[src/rtl/shift_sequencer.sv]
// shift_sequencer: step/direction controller for a 4-bit one-hot shifter.
// Generates a step strobe every TICK_DIV cycles with a direction flag, keeps a
// cycle-accurate mirror of the shifter pattern, and counts completed passes
// for LEFT, RIGHT and BOUNCE scrolling.
//
// Ports:
//   clk      in   system clock, rising edge
//   rst      in   synchronous active-high reset
//   start    in   run request, accepted only in IDLE with a non-zero mode
//   stop     in   abort request, priority over start
//   mode     in   00 none, 01 left, 10 right, 11 bounce (latched on start)
//   passes   in   passes before done, 0 = forever (latched on start)
//   step     out  one-cycle shift enable
//   flag     out  direction for the current step, 1 = left
//   pos      out  mirror of the shifter pattern
//   busy     out  high while running
//   done     out  one-cycle pulse when the programmed passes complete
//   pass_cnt out  passes completed in the current run (wraps mod 16)
module shift_sequencer #(
  parameter int unsigned TICK_DIV = 12_500_000
) (
  input  logic       clk,
  input  logic       rst,
  input  logic       start,
  input  logic       stop,
  input  logic [1:0] mode,
  input  logic [3:0] passes,
  output logic       step,
  output logic       flag,
  output logic [3:0] pos,
  output logic       busy,
  output logic       done,
  output logic [3:0] pass_cnt
);

  localparam logic [1:0] StIdle = 2'd0;
  localparam logic [1:0] StRun  = 2'd1;
  localparam logic [1:0] StDone = 2'd2;

  localparam logic [1:0] ModeNone   = 2'd0;
  localparam logic [1:0] ModeLeft   = 2'd1;
  localparam logic [1:0] ModeRight  = 2'd2;
  localparam logic [1:0] ModeBounce = 2'd3;

  localparam logic [23:0] TickLast = 24'(TICK_DIV - 1);

  logic [1:0]  state_q, state_d;
  logic [23:0] presc_q, presc_d;
  logic [3:0]  pos_q, pos_d;
  logic [3:0]  pass_cnt_q, pass_cnt_d;
  logic [1:0]  mode_q, mode_d;
  logic [3:0]  passes_q, passes_d;
  logic        dir_q, dir_d;  // bounce travel direction, 1 = left

  logic       in_run;
  logic       step_now;
  logic       flag_c;
  logic [3:0] pos_shift;
  logic       is_pass;
  logic [3:0] cnt_inc;

  always_comb begin
    in_run   = (state_q == StRun);
    step_now = in_run && !stop && (presc_q == TickLast);

    flag_c = 1'b0;
    if (in_run) begin
      case (mode_q)
        ModeLeft:  flag_c = 1'b1;
        ModeRight: flag_c = 1'b0;
        ModeBounce: begin
          // Reverse at either end so the pattern never falls off to 0000.
          if (pos_q == 4'b1000 && dir_q)       flag_c = 1'b0;
          else if (pos_q == 4'b0001 && !dir_q) flag_c = 1'b1;
          else                                 flag_c = dir_q;
        end
        default:   flag_c = 1'b0;
      endcase
    end

    // Shifter rule: an empty register injects a one at the entry end.
    if (pos_q == 4'b0000) pos_shift = flag_c ? 4'b0001 : 4'b1000;
    else                  pos_shift = flag_c ? {pos_q[2:0], 1'b0} : {1'b0, pos_q[3:1]};

    case (mode_q)
      ModeLeft:   is_pass = (pos_q == 4'b1000);
      ModeRight:  is_pass = (pos_q == 4'b0001);
      ModeBounce: is_pass = (pos_q == 4'b0010) && !flag_c;
      default:    is_pass = 1'b0;
    endcase
    cnt_inc = pass_cnt_q + 4'd1;
  end

  always_comb begin
    state_d    = state_q;
    presc_d    = presc_q;
    pos_d      = pos_q;
    pass_cnt_d = pass_cnt_q;
    mode_d     = mode_q;
    passes_d   = passes_q;
    dir_d      = dir_q;

    case (state_q)
      StIdle: begin
        if (start && !stop && mode != ModeNone) begin
          state_d    = StRun;
          presc_d    = '0;
          pos_d      = 4'b0000;
          pass_cnt_d = '0;
          mode_d     = mode;
          passes_d   = passes;
          dir_d      = (mode != ModeRight);
        end
      end
      StRun: begin
        if (stop) begin
          state_d = StIdle;
          pos_d   = 4'b0000;
          presc_d = '0;
        end else if (step_now) begin
          presc_d = '0;
          pos_d   = pos_shift;
          dir_d   = flag_c;
          if (is_pass) begin
            pass_cnt_d = cnt_inc;
            if (passes_q != 4'd0 && cnt_inc == passes_q) state_d = StDone;
          end
        end else begin
          presc_d = presc_q + 24'd1;
        end
      end
      StDone: begin
        state_d = StIdle;
        pos_d   = 4'b0000;
        presc_d = '0;
      end
      default: begin
        state_d = StIdle;
        pos_d   = 4'b0000;
        presc_d = '0;
      end
    endcase
  end

  always_ff @(posedge clk) begin
    if (rst) begin
      state_q    <= StIdle;
      presc_q    <= '0;
      pos_q      <= '0;
      pass_cnt_q <= '0;
      mode_q     <= ModeNone;
      passes_q   <= '0;
      dir_q      <= 1'b0;
    end else begin
      state_q    <= state_d;
      presc_q    <= presc_d;
      pos_q      <= pos_d;
      pass_cnt_q <= pass_cnt_d;
      mode_q     <= mode_d;
      passes_q   <= passes_d;
      dir_q      <= dir_d;
    end
  end

  assign step     = step_now;
  assign flag     = flag_c;
  assign pos      = pos_q;
  assign busy     = in_run;
  assign done     = (state_q == StDone);
  assign pass_cnt = pass_cnt_q;

endmodule

[config.mk]
export PLATFORM = sky130hd
export DESIGN_NAME = shift_sequencer
export DESIGN_NICKNAME = d
export VERILOG_FILES = /design/src/rtl/shift_sequencer.sv
export SDC_FILE = /design/constraint.sdc
export NUM_CORES = 1
export LEC_CHECK = 0
export ABC_AREA = 1
export CORE_AREA = 2 2 70 72
export CTS_CLUSTER_DIAMETER = 200
export DETAILED_ROUTE_END_ITERATION = 16
export DIE_AREA = 0 0 72 74
export PLACE_DENSITY = 0.73
export SYNTH_ARGS = -nofsm -noshare
export SYNTH_HDL_FRONTEND = slang
export SYNTH_SLANG_ARGS = --single-unit
[constraint.sdc]
create_clock -name clk -period 1.7 [get_ports clk]
set_input_delay 0.34 -clock clk [delete_from_list [all_inputs] [get_ports clk]]
set_output_delay 0.34 -clock clk [all_outputs]
set_load 0.02 [all_outputs]
== Yosys cells after proc, flatten, opt, wreduce, memory -nomap -nowiden ==
Index checks and enable logic that the tools add are counted.

* Input bits: 10
* Output and inout bits: 12
* Register bits: 41
* Word-level logic and storage cells: 78

* Reductions and logical operators: 21
* Multiplexer cells: 30
* Add/sub/neg operators: 2
* Equal/unequal tests: 18

{| class="wikitable"
|+ Operator list
! cell !! number
|-
| two-way mux 24 bit || 3
|-
| one-hot mux 24 bit (2 select lines) || 1
|-
| two-way mux 4 bit || 9
|-
| adder 24 x 1 -> 24 bit (second input constant) || 1
|-
| equality test 24 bit (second input constant) || 1
|-
| one-hot mux 4 bit (2 select lines) || 2
|-
| two-way mux 2 bit || 5
|-
| logical AND 1 bit || 8
|-
| != test 2 bit (second input constant) || 4
|-
| AND reduction 4 bit || 2
|-
| equality test 2 bit (second input constant) || 3
|-
| two-way mux 1 bit || 6
|-
| != test 3 x 2 -> 1 bit (second input constant) || 2
|-
| AND reduction 5 bit || 1
|-
| adder 4 x 1 -> 4 bit (second input constant) || 1
|-
| equality test 2 x 1 -> 1 bit (second input constant) || 2
|-
| equality test 4 x 1 -> 1 bit (second input constant) || 1
|-
| equality test 4 x 2 -> 1 bit (second input constant) || 1
|-
| equality test 4 bit || 1
|-
| equality test 4 bit (second input constant) || 1
|-
| logical NOT 4 bit || 1
|-
| one-hot mux 1 bit (2 select lines) || 2
|-
| one-hot mux 2 bit (2 select lines) || 1
|-
| AND reduction 2 bit || 2
|-
| 7 further kinds || 10
|}

== Logic depth before layout (Yosys ltp) ==
Gate-level depths: netlist of run 1.

* Word-level depth: 13
* Mapped depth: 13
* Gate-level depth less buffers: 13

== Least setup slack after synthesis of run 1 ==
OpenSTA, ideal clock, no wires.

* Path type: register to register
* From: register presc_q[0]
* To: register pass_cnt_q[0] (netlist: pass_cnt[0])
* Data required time: 1584 ps
* Path slack: 69 ps
* Cell stages (with the launch flop): 11
* Arrival time: 1516 ps
* Setup time: 116 ps
* Clock period less this slack: 1631 ps
* Path through: dfxtp_1 > ha_1 > inv_1 > nor3_2 > nand3_2 > nor2_4 > nand2_1 > nand2_1 > nand3_1 > nand2_1 > nor2_1

* Cells in the longest elaborated chain, start to end: 4

{| class="wikitable"
|+ Ends and longest elaborated chain
! item !! RTL line !! text
|-
| start, declared || 48 || <nowiki>logic [23:0] presc_q, presc_d;</nowiki>
|-
| start signal, assigned || 156 || <nowiki>presc_q <= presc_d;</nowiki>
|-
| equality test 24 bit || 64 || <nowiki>step_now = in_run && !stop && (presc_q == TickLast);</nowiki>
|-
| logical AND 1 bit || 64 ||
|-
| named net step || 28 || <nowiki>output logic step,</nowiki>
|-
| != test 2 bit (no line) || -- ||
|-
| AND reduction 5 bit (no line) || -- ||
|-
| end signal, assigned || 158 || <nowiki>pass_cnt_q <= pass_cnt_d;</nowiki>
|-
| end, declared || 50 || <nowiki>logic [3:0] pass_cnt_q, pass_cnt_d;</nowiki>
|}

The timed path passes the listed nets, and every way through them passes these cells.
A chain may end at the register's enable or synchronous reset.

== Worst setup path in the final report of run 1 ==
* From: register presc_q[22]
* To: output port step

* Cells in the longest elaborated chain, start to end: 2

{| class="wikitable"
|+ Ends and longest elaborated chain
! item !! RTL line
|-
| equality test 24 bit || 64
|-
| logical AND 1 bit || 64
|-
| end, declared || 28
|}

Every way passes these cells.

==> impl_results.md, run 1 <==
* Clock Sinks at 41
* Met3 Usage GRT at 5.28%
* Delay-heaviest family, CP: simple AND/OR/NAND/NOR gates
* FP Rows at 25
* Syn avg cell area at 6.77 sq um
* Slew @ Worst Pin at 0.405 ns
* EDFF count, synth at 0
* Multi-input logic area at 1480 sq um
* Met2 Use GR at 41.4%
* Minimum clock period at 1.87 ns
* WL/cell at roughly 14 um
* DP Area at 3000 sq um
* DRT antenna net count at 0
* First-pass GRT wire length at 9540 um
* Vias in the first global route at 2311
* Top achievable clock speed at 536 MHz
* Crit path to: step
* Initial DRC count at 156
* Clock transition at path regs at 0.08 ns
* Count leader, synth: nand2_1
* Crit path from: presc_q[22]
* Ranking of synthesized cells by instance count: nand2_1 (69), inv_1 (46), nor2_1 (46)
* Final Core Density at 76.1%
* Unrepaired setup endpoints after global routing: yes
* Final hold violation count at 0
* Final #Nets at about 440
* CP max stage delay at 0.33 ns
* Synth cell types at 33
* Grt peak-use layer: met2
* Final Setup Violations at 34
* Register area share after synthesis at 36.8%
* Post-Route WL at between 6000 and 7000 um
* IO Count at 22
* Synth Flop Type: dfxtp_1
* Grt ovf at 0
* Slowest cell on crit path: dfxtp_1
* Max-Cap Viols at 0
* Worst skew pair latency at 0.30 ns
* Vias per cell at 5.25
* DRC at 0
* Worst Path Required at 1.36 ns
* Initial antenna violation count at 0
* Worst Setup Path Type: register to output pin
* Tcrit/Tclk final at 110%
* Dpl hpwl at 4090 um
* Largest net degree at the start of global routing at 15
* Startpoint Class: register
* Relative slew slack at 72.7%
* Sequential cell area at about 830 sq um
* Status: finished with violations
* Type of the worst min-delay path: register to register
* Synth area leader: dfxtp_1
* H-tree levels at 2
* Vias at 2559
* Synthesis-to-finish area growth at 56.6%
* WHS at ~0.47 ns
* TritonCTS buffer count at 5
* Total die area at around 5300 sq um
* Synth top area share at 36.8%
* Cell area after layout at 3500 sq um
* PortBufs at 21
* Async S/R FF share, synth at 0%
* Buffers and inverters on the worst path at 2
* # fillers at 311
* PD cells at 572 nW/um^2
* Worst path depth at 6
* Worst Reg-to-Reg Cells at 10
* Ant diodes at 0
* Violated checks: setup timing
* GRT Total Usage at 22.9%
* CP endpoint kind: output pin
* Reg-to-reg setup timing slack at -0.10 ns
* Final clock skew at 0.00420 ns
* Core box area at 4600 sq um
* Mapped Cells at 330
* Synth top area cells: dfxtp_1 (37%), nand2_1 (12%), inv_1 (7.7%)
* Crit-path max FO at 2
* Reg2reg end: presc_q[2]
* Slew Limit Fails at 0
* Critical R2R Launch: presc_q[22]
* Die W at 72 um
* CTS tree: yes
* Mapped Area at 2230 sq um
* Die Height at roughly 74 um
* Share of layout cells above drive strength 1 at 39.0%
* GP Congestion at 0.894
* Slack of the critical path at -0.165 ns
* Clk buf depth at 2
* Starting Density at 48.6%
* Syn Nets at roughly 340
* Setup TNS at -2.36 ns
* Peak supply drop at 433 uV
* GR Util met1 at 26.0%
* Leak pwr at 1.59 nW
* Crit-path cells: inv_2 > nand4_1 > nor3_4 > nand3_2 > nor2_4 > buf_6
* Drt pass-1 iters at 4
* Crit path arrival time at about 1.5 ns
* CTS Root Buffer Type: clkbuf_8
* Yosys Warn Count at 0
* Synth Register Bits at 41
## state kept, by name, indices dropped and copies added (netlist names)
name      flops
pos           4
presc_q      24
dir_q         1
mode_q        2
pass_cnt      4
state_q       2
passes_q      4
## worst min path at each step
stage          slack [ns]   startpoint     endpoint  depth (start not counted)
2_1_floorplan        0.41          rst  presc_q[22]                          1
5_1_grt              0.50  passes_q[3]  passes_q[3]                          2
3_5_place_dp         0.46  passes_q[3]  passes_q[3]                          2
3_3_place_gp         0.45  passes_q[3]  passes_q[3]                          2
6_report             0.47  passes_q[3]  passes_q[3]                          2
4_1_cts              0.47  passes_q[3]  passes_q[3]                          2
## per-layer routing
metal	vias to the layer above	share of wire [%]	wire length, um
li1	1285	-	-
met1	1165	41	2770
met2	83	50	3410
met3	26	5.2	350
met4	0	3.7	252
met5	-	0	0
## cell type report
cell class / count / share of cell area, %
sequential: 41 / 23.8
timing repair buffer: 99 / 24.5
multi-input combinational: 238 / 42.2
clock inverter: 3 / 0.501
inverter: 47 / 5.12
tap: 54 / 1.93
clock buffer: 5 / 1.97
## metrics by stage
stage	worst slack, ns	power (mW)	cells
2_1_floorplan	0.0690	1.18	330
3_3_place_gp	-0.332	1.31	468
3_5_place_dp	-0.351	1.32	468
4_1_cts	-0.0896	1.96	480
5_1_grt	-0.252	2.09	487
6_report	-0.165	2.00	487
## worst register-to-register path: cells and delay by family (launching register included)
kind,cells,cell delay (ns)
AOI/OAI and AO/OA,1,0.18
buffers and inverters,4,0.52
DFF,1,0.33
and+or+nand+nor,5,0.66
## where the power goes
part,internal [mW],switching (mW),leakage [nW]
Combinational,0.158,0.188,1.21
Sequential,0.986,0.0232,0.336
Clock,0.284,0.362,0.0439
## placed cells by master (no fill, tap or decap), drive strengths merged, types with 3 or more instances in the layout
master,count
a21oi,22
buf,79
clkbuf,7
clkdlybuf4s50,7
dfxtp,41
dlygate4sd2,6
dlymetal6s2s,5
inv,47
nand2,72
nand3,24
nand4,14
nor2,52
nor3,15
nor4,3
o21ai,18
or2,4
xnor2,3
xor2,3
## cells by family (layout without fill, tap and decap cells)
logic type	count (synthesis)	in the layout	synth area share, %
AND/OR/NAND/NOR	185	185	40.1
buffers and inverters	51	154	9.08
AO/OA/AOI/OAI	45	45	10.6
flip-flops	41	41	36.8
XOR/XNOR	6	6	2.35
adder cells (fa/ha/maj)	2	2	1.12
## what timing repair did
action                                  4_1_cts  5_1_grt
hold buffers                                  0        0
cloned                                        1        1
endpoints found under the setup margin       38       39
resized for setup                            35       84
setup buffers                                 3        8
pin swaps                                    14       32
No activity file was read; power rests on OpenSTA's default activity.
==> run 2: changes to the inputs <==
--- a/config.mk
+++ b/config.mk
@@ -6,11 +6,12 @@
 export NUM_CORES = 1
 export LEC_CHECK = 0
 export ABC_AREA = 1
-export CORE_AREA = 2 2 70 72
+export CORE_AREA = 2 2 68 70
 export CTS_CLUSTER_DIAMETER = 200
 export DETAILED_ROUTE_END_ITERATION = 16
-export DIE_AREA = 0 0 72 74
-export PLACE_DENSITY = 0.73
+export DIE_AREA = 0 0 70 72
+export DONT_BUFFER_PORTS = 1
+export PLACE_DENSITY = 0.71
 export SYNTH_ARGS = -nofsm -noshare
 export SYNTH_HDL_FRONTEND = slang
 export SYNTH_SLANG_ARGS = --single-unit
==> constraint.sdc (replaced) <==
create_clock -name clk -period 1.7 [get_ports clk]
set_input_delay 0.34 -clock clk [delete_from_list [all_inputs] [get_ports clk]]
set_output_delay 0.34 -clock clk [all_outputs]
set_load 0.05 [all_outputs]
==> impl_results.md, run 2 (synthesis gave the netlist of run 1 again) <==
* Met3 Wirelength at 305 um
* Sw frac at about a quarter
* Commonest non-fill, non-tap cell in the layout: nand2_1
* TritonCTS buffer count at 5
* Total die area at about 5000 sq um
* Share of layout cells above drive strength 1 at 31.2%
* Crit path arrival time at 2.01 ns
* IO Count at 22
* Finished Layout Cells at 434
* H-tree levels at 2
* CP endpoint kind: register
* Reg-to-reg setup timing slack at -0.13 ns
* Critical hold path startpoint: rst
* Final clock skew at 0.0109 ns
* Slew Limit Fails at 0
* Vias in the first global route at 1989
* CTS hold repair buffers at 0
* Top Metal Used: met4
* Peak supply drop at 502 uV
* Clk buf depth at 2
* Clock Sinks at 41
* Minimum clock period at 1.83 ns
* CTS tree: yes
* Dpl hpwl at approximately 3600 um
* Critical R2R Launch: presc_q[0]
* Leak pwr at 1.22 nW
* Initial DRC count at between 100 and 150
* DRT antenna net count at 0
* Final Setup Violations at 24
* Drt pass-1 iters at 4
* Final #Nets at 393
* Largest register FFs at 24
* Most frequent CP cell: inv_2
* FP Rows at 24
* Top reg by flops: presc_q
* Top achievable clock speed at 547 MHz
* Worst skew pair latency at ~0.30 ns
* Crit-path max FO at 5
* Logic pwr share at 14.2%
* Worst Hold End: presc_q[22]
* Initial antenna violation count at 0
* Grt ovf at 0
* CTS Root Buffer Type: clkbuf_8
* First-pass GRT wire length at 8490 um
* Clock share of power at 38.8%
* Relative slew slack at about 77%
* PortBufs at 0
* Die W at about 70 um
* Sequential cell fraction of total power at 46.9%
* Clock transition at path regs at 0.09 ns
* Slowest cell on crit path: dfxtp_4
* Placed cell count at 408
* Die Height at between 70 and 80 um
* Final hold violation count at 0
* Reg2reg end: presc_q[6]
* Unrepaired setup endpoints after global routing: yes
* Total chip power at 2.14 mW
* Status: finished with violations
* P_int at 1.58 mW
* # fillers at 347
* Worst Reg-to-Reg Cells at 11
* Largest net degree at the start of global routing at 22
* PD cells at 713 nW/um^2
* Ant diodes at 0
* Tcrit/Tclk final at 108%
* Slew @ Worst Pin at about 0.35 ns
* Starting Density at a little over half
* WL met1 at 2570 um
* WL met2 at ~2700 um
* Synthesis-to-finish area growth at 34.3%
* WL/cell at 13.0 um
* Setup TNS at -2.26 ns
* WHS at 0.0931 ns
* Multi-input logic area at roughly 1400 sq um
* Crit-path cells: ha_4 > inv_2 > nor3_2 > nand3_2 > buf_4 > buf_6 > a21oi_4 > nor2_2 > inv_2 > clkbuf_16 > nor3_1
* DRC at 0
* GP Congestion at 0.873
* GRT Total Usage at about a fifth
* CP max stage delay at 0.37 ns
* Worst Path Required at 1.88 ns
* Max-Cap Viols at 0
* Sequential cell area at 843 sq um
* Worst hold path depth at 1
* Vias at 2290
* Core box area at 4260 sq um
* Startpoint Class: register
* Type of the worst min-delay path: primary input to register
* Slack of the critical path at -0.130 ns
* Commonest cells after routing, fill and taps aside: nand2_1 (64), nor2_1 (40), buf_4 (40)
* Post-Route WL at 5640 um
* Vias per cell at 5.28
* Psw at 0.561 mW
* Worst Setup Path Type: register to register
* Violated checks: setup timing
==> run 2: cell types whose count changed in the layout (fill, tap and decap cells not counted), moves of 5 or more <==
cell,previous run,this run
dlygate4sd2_1,6,0
nor2_1,32,40
buf_6,8,3
dfxtp_1,33,27
o21ai_2,6,1
nor3_1,4,10
dlymetal6s2s_1,5,0
nor2_2,10,4
clkdlybuf4s50_1,7,0
buf_4,69,40
==> run 2: power by group through the flow <==
stage	Clock, mW	Sequential, mW	Combinational (mW)
2_1_floorplan	0	1.06	0.153
3_3_place_gp	0	1.03	0.249
3_5_place_dp	0	1.03	0.253
4_1_cts	0.847	1.00	0.259
5_1_grt	0.887	1.01	0.337
6_report	0.831	1.00	0.304
==> run 2: metal layers <==
metal	track usage (%)	up-vias
met5	0	-
met4	7.48	0
met3	5.42	8
met2	33.8	54
met1	27.1	1048
li1	-	1180
==> run 2: worst max path at each step <==
| stage | cells after the start | start | slack, ns | to |
|---|---|---|---|---|
| finish | 11 | presc_q[0] | -0.13 | presc_q[6] |
| global route | 7 | presc_q[3] | -0.17 | step |
| global placement | 5 | presc_q[20] | 0.09 | step |
| CTS | 5 | presc_q[7] | -0.10 | step |
| detailed placement | 10 | presc_q[0] | 0.06 | presc_q[18] |
| floorplan | 10 | pos[0] | -0.03 | pos[0] |
==> run 2: worst max-delay path: cells and delay by family, from the launching register on <==
kind	cells	cell delay, ns
buffers and inverters	5	0.65
AND/OR/NAND/NOR	4	0.42
adder cells (fa/ha/maj)	1	0.15
flip-flops	1	0.37
AO/OA/AOI/OAI	1	0.12
==> run 2: layout make-up <==
class	instances	area share, %
clock inverters	2	1.25
multi-input cells	238	45.2
clock buffers	6	2.75
well taps	52	2.17
repair buffers	48	14.6
flip-flops and latches	41	28.1
inverters	47	5.88
==> run 2: timing repair <==
item	in CTS	in global routing
buffers inserted	4	11
endpoints found under the setup margin	2	31
endpoints found under the hold margin	0	0
pin swaps	5	17
cloned	0	3
gates resized for setup	12	37
==> run 2: metrics by stage <==
stage               utilization (%)  cell area, sq um  setup WS (ns)
finish                         70.3              3000         -0.130
global route                   70.3              3000         -0.168
detailed placement             59.8              2550         0.0589
global placement               59.8              2550         0.0928
floorplan                         -              2260        -0.0329
CTS                            63.7              2720         -0.104
